File: src/rtl/alu_defs.sv
// rtl/alu_defs.sv - shared mode/op codes, FSM encodings and flag indices for alu_seq_core
package alu_defs;

    localparam logic [1:0] MODE_ARITH = 2'd0;
    localparam logic [1:0] MODE_LOGIC = 2'd1;
    localparam logic [1:0] MODE_CMP   = 2'd2;
    localparam logic [1:0] MODE_MULTI = 2'd3;

    localparam logic [1:0] OP_ADD = 2'd0;
    localparam logic [1:0] OP_SUB = 2'd1;
    localparam logic [1:0] OP_NEG = 2'd2;
    localparam logic [1:0] OP_ADC = 2'd3;

    localparam logic [1:0] OP_AND = 2'd0;
    localparam logic [1:0] OP_OR  = 2'd1;
    localparam logic [1:0] OP_XOR = 2'd2;
    localparam logic [1:0] OP_NOT = 2'd3;

    localparam logic [1:0] OP_EQ  = 2'd0;
    localparam logic [1:0] OP_GTU = 2'd1;
    localparam logic [1:0] OP_LTU = 2'd2;
    localparam logic [1:0] OP_LTS = 2'd3;

    localparam logic [1:0] OP_MUL    = 2'd0;
    localparam logic [1:0] OP_MAC    = 2'd1;
    localparam logic [1:0] OP_RDACC  = 2'd2;
    localparam logic [1:0] OP_CLRACC = 2'd3;

    localparam logic [1:0] ST_IDLE = 2'd0;
    localparam logic [1:0] ST_MUL  = 2'd1;
    localparam logic [1:0] ST_DONE = 2'd2;

    localparam int FLG_N = 3;
    localparam int FLG_Z = 2;
    localparam int FLG_C = 1;
    localparam int FLG_V = 0;

endpackage

File: src/rtl/shift_add_mult.sv
// rtl/shift_add_mult.sv - iterative shift-add unsigned multiplier, one multiplier bit per clock
module shift_add_mult #(
    parameter int WIDTH = 8
) (
    input  logic               clock,
    input  logic               reset,
    input  logic               load,
    input  logic [WIDTH-1:0]   a,
    input  logic [WIDTH-1:0]   b,
    output logic               busy,
    output logic               done,
    output logic [2*WIDTH-1:0] product
);

    localparam int CW = $clog2(WIDTH + 1);

    logic [CW-1:0]      cnt;
    logic               running;
    logic [2*WIDTH-1:0] mcand;
    logic [2*WIDTH-1:0] partial;
    logic [WIDTH-1:0]   mplier;
    logic [2*WIDTH-1:0] next_partial;

    // product is combinational so the owner can commit it on the same edge as the last bit
    assign next_partial = mplier[0] ? partial + mcand : partial;
    assign product      = next_partial;
    assign busy         = running;
    assign done         = running && (cnt == CW'(WIDTH - 1));

    always_ff @(posedge clock) begin
        if (reset) begin
            running <= 1'b0;
            cnt     <= '0;
            mcand   <= '0;
            partial <= '0;
            mplier  <= '0;
        end else if (load) begin
            running <= 1'b1;
            cnt     <= '0;
            mcand   <= {{WIDTH{1'b0}}, a};
            partial <= '0;
            mplier  <= b;
        end else if (running) begin
            partial <= next_partial;
            mcand   <= mcand << 1;
            mplier  <= mplier >> 1;
            cnt     <= cnt + CW'(1);
            if (done) begin
                running <= 1'b0;
            end
        end
    end

endmodule

File: src/rtl/alu_seq_core.sv
// rtl/alu_seq_core.sv - clocked ALU: single-cycle arith/logic/compare, iterative MUL/MAC, NZCV flags
module alu_seq_core
    import alu_defs::*;
#(
    parameter int WIDTH = 8
) (
    input  logic               clock,
    input  logic               reset,
    input  logic               start,
    input  logic [1:0]         mode,
    input  logic [1:0]         op,
    input  logic [WIDTH-1:0]   a,
    input  logic [WIDTH-1:0]   b,
    output logic               busy,
    output logic               done,
    output logic [2*WIDTH-1:0] result,
    output logic [3:0]         flags
);

    localparam int MSB = WIDTH - 1;

    logic [1:0]         state;
    logic [2*WIDTH-1:0] acc;
    logic               creg;
    logic               pend_mac;

    logic               ready;
    logic               is_mult;
    logic               mult_done;
    logic [2*WIDTH-1:0] mult_product;

    logic [WIDTH:0]     ext;
    logic [2*WIDTH-1:0] sc_result;
    logic [3:0]         sc_flags;
    logic [2*WIDTH:0]   mac_sum;
    logic [2*WIDTH-1:0] mul_result;
    logic [3:0]         mul_flags;

    assign ready   = (state != ST_MUL);
    assign is_mult = (mode == MODE_MULTI) && !op[1];
    assign done    = (state == ST_DONE);

    shift_add_mult #(.WIDTH(WIDTH)) u_mult (
        .clock   (clock),
        .reset   (reset),
        .load    (ready && start && is_mult),
        .a       (a),
        .b       (b),
        .busy    (busy),
        .done    (mult_done),
        .product (mult_product)
    );

    always_comb begin
        ext       = '0;
        sc_result = '0;
        sc_flags  = '0;
        case (mode)
            MODE_ARITH: begin
                case (op)
                    OP_ADD:  ext = {1'b0, a} + {1'b0, b};
                    OP_SUB:  ext = {1'b0, a} - {1'b0, b};
                    OP_NEG:  ext = {(WIDTH+1){1'b0}} - {1'b0, a};
                    default: ext = {1'b0, a} + {1'b0, b} + {{WIDTH{1'b0}}, creg};
                endcase
                sc_result        = {{WIDTH{1'b0}}, ext[WIDTH-1:0]};
                // top bit of the extended difference is the borrow, same slot as the add carry
                sc_flags[FLG_C]  = ext[WIDTH];
                case (op)
                    OP_SUB:  sc_flags[FLG_V] = (a[MSB] != b[MSB]) && (ext[MSB] != a[MSB]);
                    OP_NEG:  sc_flags[FLG_V] = a[MSB] && ext[MSB];
                    default: sc_flags[FLG_V] = (a[MSB] == b[MSB]) && (ext[MSB] != a[MSB]);
                endcase
                sc_flags[FLG_N]  = ext[MSB];
            end
            MODE_LOGIC: begin
                case (op)
                    OP_AND:  sc_result[WIDTH-1:0] = a & b;
                    OP_OR:   sc_result[WIDTH-1:0] = a | b;
                    OP_XOR:  sc_result[WIDTH-1:0] = a ^ b;
                    default: sc_result[WIDTH-1:0] = ~a;
                endcase
                sc_flags[FLG_N] = sc_result[MSB];
            end
            MODE_CMP: begin
                case (op)
                    OP_EQ:   sc_result[0] = (a == b);
                    OP_GTU:  sc_result[0] = (a > b);
                    OP_LTU:  sc_result[0] = (a < b);
                    default: sc_result[0] = ($signed(a) < $signed(b));
                endcase
            end
            default: begin
                if (op == OP_RDACC) begin
                    sc_result = acc;
                end
                sc_flags[FLG_N] = sc_result[2*WIDTH-1];
            end
        endcase
        sc_flags[FLG_Z] = (sc_result == '0);
    end

    always_comb begin
        mac_sum    = {1'b0, acc} + {1'b0, mult_product};
        mul_result = pend_mac ? mac_sum[2*WIDTH-1:0] : mult_product;
        mul_flags  = '0;
        mul_flags[FLG_N] = mul_result[2*WIDTH-1];
        mul_flags[FLG_Z] = (mul_result == '0);
        mul_flags[FLG_C] = pend_mac ? mac_sum[2*WIDTH] : |mult_product[2*WIDTH-1:WIDTH];
    end

    always_ff @(posedge clock) begin
        if (reset) begin
            state    <= ST_IDLE;
            result   <= '0;
            flags    <= '0;
            acc      <= '0;
            creg     <= 1'b0;
            pend_mac <= 1'b0;
        end else begin
            case (state)
                ST_MUL: begin
                    if (mult_done) begin
                        result <= mul_result;
                        flags  <= mul_flags;
                        creg   <= mul_flags[FLG_C];
                        if (pend_mac) begin
                            acc <= mac_sum[2*WIDTH-1:0];
                        end
                        state  <= ST_DONE;
                    end
                end
                default: begin
                    if (start && is_mult) begin
                        pend_mac <= (op == OP_MAC);
                        state    <= ST_MUL;
                    end else if (start) begin
                        result <= sc_result;
                        flags  <= sc_flags;
                        creg   <= sc_flags[FLG_C];
                        if (mode == MODE_MULTI && op == OP_CLRACC) begin
                            acc <= '0;
                        end
                        state  <= ST_DONE;
                    end else begin
                        state  <= ST_IDLE;
                    end
                end
            endcase
        end
    end

endmodule

File: config.mk
export PLATFORM = sky130hd
export DESIGN_NAME = alu_seq_core
export DESIGN_NICKNAME = d
export VERILOG_FILES = /design/src/rtl/alu_defs.sv /design/src/rtl/shift_add_mult.sv /design/src/rtl/alu_seq_core.sv
export SDC_FILE = /design/constraint.sdc
export NUM_CORES = 1
export LEC_CHECK = 0
export CORE_MARGIN = 3
export CORE_UTILIZATION = 35
export CTS_CLUSTER_DIAMETER = 40
export DETAILED_ROUTE_END_ITERATION = 8
export PLACE_DENSITY_LB_ADDON = 0.2
export RECOVER_POWER = 50
export SETUP_SLACK_MARGIN = 0.1
export SYNTH_ARGS = -nofsm -noshare
export SYNTH_HDL_FRONTEND = slang
export SYNTH_SLANG_ARGS = --single-unit
File: constraint.sdc
create_clock -name clock -period 5.9 [get_ports clock]
set_input_delay 0.885 -clock clock [delete_from_list [all_inputs] [get_ports clock]]
set_output_delay 0.885 -clock clock [all_outputs]
set_load 0.03 [all_outputs]
==> metrics.cfg <==
[floorplanning]
initial_core_util_pct=36.1
core.rowCount=52
die_y_um=151
fp.dieW_um=151
fp.coreArea_um2=20500
pin_count=45
dieArea_um2=22900

[place]
pre_cts_slack_ns=1.44
io_buffers=44
dp.final_hpwl_um=17300
place_congestion=0.963

[synthesis]
synthFlopType=dfxtp_1
yosysUniqueCellTypes=80
synth_nets=1049
synth_edf_count=0
synth_compound_area_share_pct=25.7
synthTopCellsByArea=dfxtp_1, ha_1, mux2i_1
synth.most_common_cell=nor2_1
synthTopCellsByCount=nor2_1, dfxtp_1, a21oi_1, nand2_1, ha_1
muxShareOfSynthArea_pct=8.46
yosysTopAreaCell=dfxtp_1
yosys_warnings=0
synth_simple_gate_area_share_pct=21.9
synth_area_um2=7410
postSynthAreaPerCell_um2=7.72
synth_seq_cells=84
synth_fa_ha_area_share_pct=11.6
async_flop_share_pct=0
seq_area_frac_synth_pct=22.7
syn_inst=960
synth-xor-area-share_pct=4.02
netlist.area_leader.share_pct=22.7
synth_top_family_by_area=compound AO/OA/AOI/OAI gates

[worst_setup_path]
required_ns=6.18
path_class=in -> reg
path_max_fanout=28
arrival_ns=5.24
cp-end-kind=flop
cp-start-kind=primary input

[clock_tree]
clk_pin_slew_ns=0.07
ctsHoldBuffers=0
cts_buffers=9
cts.path.max_buffers=2
post_cts_resized=0
cts.sinks=84
cts_tree=built
postCtsSetupRepairBufs=0
clk_latency_ns=0.35
htree_levels=3
root_buffer=clkbuf_16

[route]
avgRoutedWirePerCell_um=18.3
drcViolationCount=0
vias_per_cell=5.72
vias=7135
dr.pass1.iters=5
drtIter0Drc=572
totalWireLength_um=22800
ant_nets=0

[grt]
grt_first_pass_wirelength_um=36400
met1_usage_pct=27.6
gr-total-overflow=0
antenna_found_initial=0
grtUsageMet3_pct=2.23
met2_usage_pct=33.3
grt_pass1_vias=6647
busiest_layer=met2
track_usage_pct=20.0
grt_max_degree=56

[timing]
period_needed_ns=4.96
fmax_mhz=202
finalSetupViolations=0
worstMarginPinSlew_ns=3.10
final-hold-violation-count=0
setup_slack_ns=0.938
clock_skew_ns=0.0113
rsz0062_at_grt=no
fin_crit_sh_pct=84.1
slew_headroom_pct=-107
finalSetupTns_ns=0
slew_violations=88

[final_layout]
diodes=0
fillers=2152
nNetsFinal=1061
drive_gt1_share_pct=5.53
area_growth_pct=12.3

[power_and_ir_drop]
power_density_nw_per_um2=181
p_leak_nw=3.29
peakVddDrop_mv=0.106

[job]
max_cap_violations=2

[status]
violations=capacitance limit, slew limit
outcome=finished with violations

[min_path]
hold_class=reg -> reg

-- per-layer routing --
metal,wire (um),vias up
met5,0,-
met4,431,0
met3,883,27
met2,10800,196
met1,10700,3366
li1,-,3546
-- power breakdown --
| part | total, W | internal (W) | switching (W) | leakage, nW |
|---|---|---|---|---|
| sequential | 0.000594 | 0.000583 | 0.0000111 | 0.682 |
| clock | 0.000552 | 0.000303 | 0.000249 | 0.142 |
| combinational | 0.000358 | 0.000135 | 0.000223 | 2.47 |
| total | 0.00150 | 0.00102 | 0.000483 | 3.29 |
-- critical path, cell delays in order --
cell and delay [ns]:
dlygate4sd3_1 0.52, clkbuf_1 1.04, inv_1 0.69, nor2_1 0.70, o21ai_0 0.19, o32ai_1 0.22
nand2_1 0.12, or3_1 0.35, nor4_1 0.24, nand4b_1 0.19, o211ai_2 0.08
-- through the flow --
stage	cells	hold WS [ns]	power, W	cell area (um^2)	util, %
floorplan	960	0.449	0.000852	7410	-
global placement	1231	0.443	0.000965	8050	39.3
detailed placement	1231	0.443	0.000964	8050	39.3
CTS	1247	0.451	0.00152	8330	40.7
global route	1247	0.469	0.00158	8320	40.6
finish	1247	0.446	0.00150	8320	40.6
-- layout by cell type (no fill, tap or decap), types with 11 or more instances in the layout --
| cell type | synthesis | layout |
|---|---|---|
| a31oi_1 | 11 | 11 |
| a21oi_1 | 70 | 70 |
| o31ai_1 | 12 | 12 |
| inv_1 | 54 | 54 |
| nor2_1 | 114 | 114 |
| xor2_1 | 12 | 12 |
| o211ai_1 | 11 | 11 |
| nand2_1 | 70 | 70 |
| nor3_1 | 41 | 41 |
| clkdlybuf4s50_1 | 0 | 20 |
| o21a_1 | 11 | 11 |
| dlygate4sd3_1 | 0 | 23 |
| dfxtp_1 | 84 | 83 |
| and3_1 | 11 | 11 |
| a22oi_1 | 12 | 12 |
| ha_1 | 62 | 62 |
| a211oi_1 | 35 | 35 |
| nor2b_1 | 14 | 13 |
| o21ai_0 | 35 | 35 |
| xnor2_1 | 22 | 22 |
| nand3_1 | 20 | 20 |
| mux2i_1 | 48 | 48 |
-- flip-flops by register name, indices dropped and copies added, names as in the netlist --
signal / count
result: 16
state: 2
pend_mac: 1
u_mult.mplier: 8
u_mult.partial: 16
acc: 16
u_mult.mcand: 16
u_mult.cnt: 4
u_mult.busy: 1
flags: 4
-- cell families after synthesis --
kind of cell / after synthesis
xor gates and xnor gates: 34
DFF: 84
adders and majority gates: 66
buffers and inverters: 108
AOI/OAI and AO/OA: 276
and+or+nand+nor: 335
muxes: 57
-- path summary, 6_finish.rpt --
check	from	depth (start not counted)	slack [ns]	end
setup / recovery	op[1]	11	0.94	flags[2]$_SDFFE_PP0P_
hold / removal	result[2]$_SDFFE_PP0P_	2	0.45	result[2]$_SDFFE_PP0P_
setup reg to reg	u_mult.mcand[0]$_SDFFE_PP0P_	20	1.46	flags[2]$_SDFFE_PP0P_
hold reg to reg	result[2]$_SDFFE_PP0P_	2	0.45	result[2]$_SDFFE_PP0P_
-- layout make-up --
class	instances	area [um^2]	area share [%]
clock inverter	5	42.5	0.511
multi-input combinational	768	5310	63.8
clock buffer	11	243	2.92
tap	270	338	4.06
timing repair buffer	55	503	6.05
inverter	54	203	2.44
sequential	84	1680	20.2
Note: power is estimated with default switching activity, not from simulation.
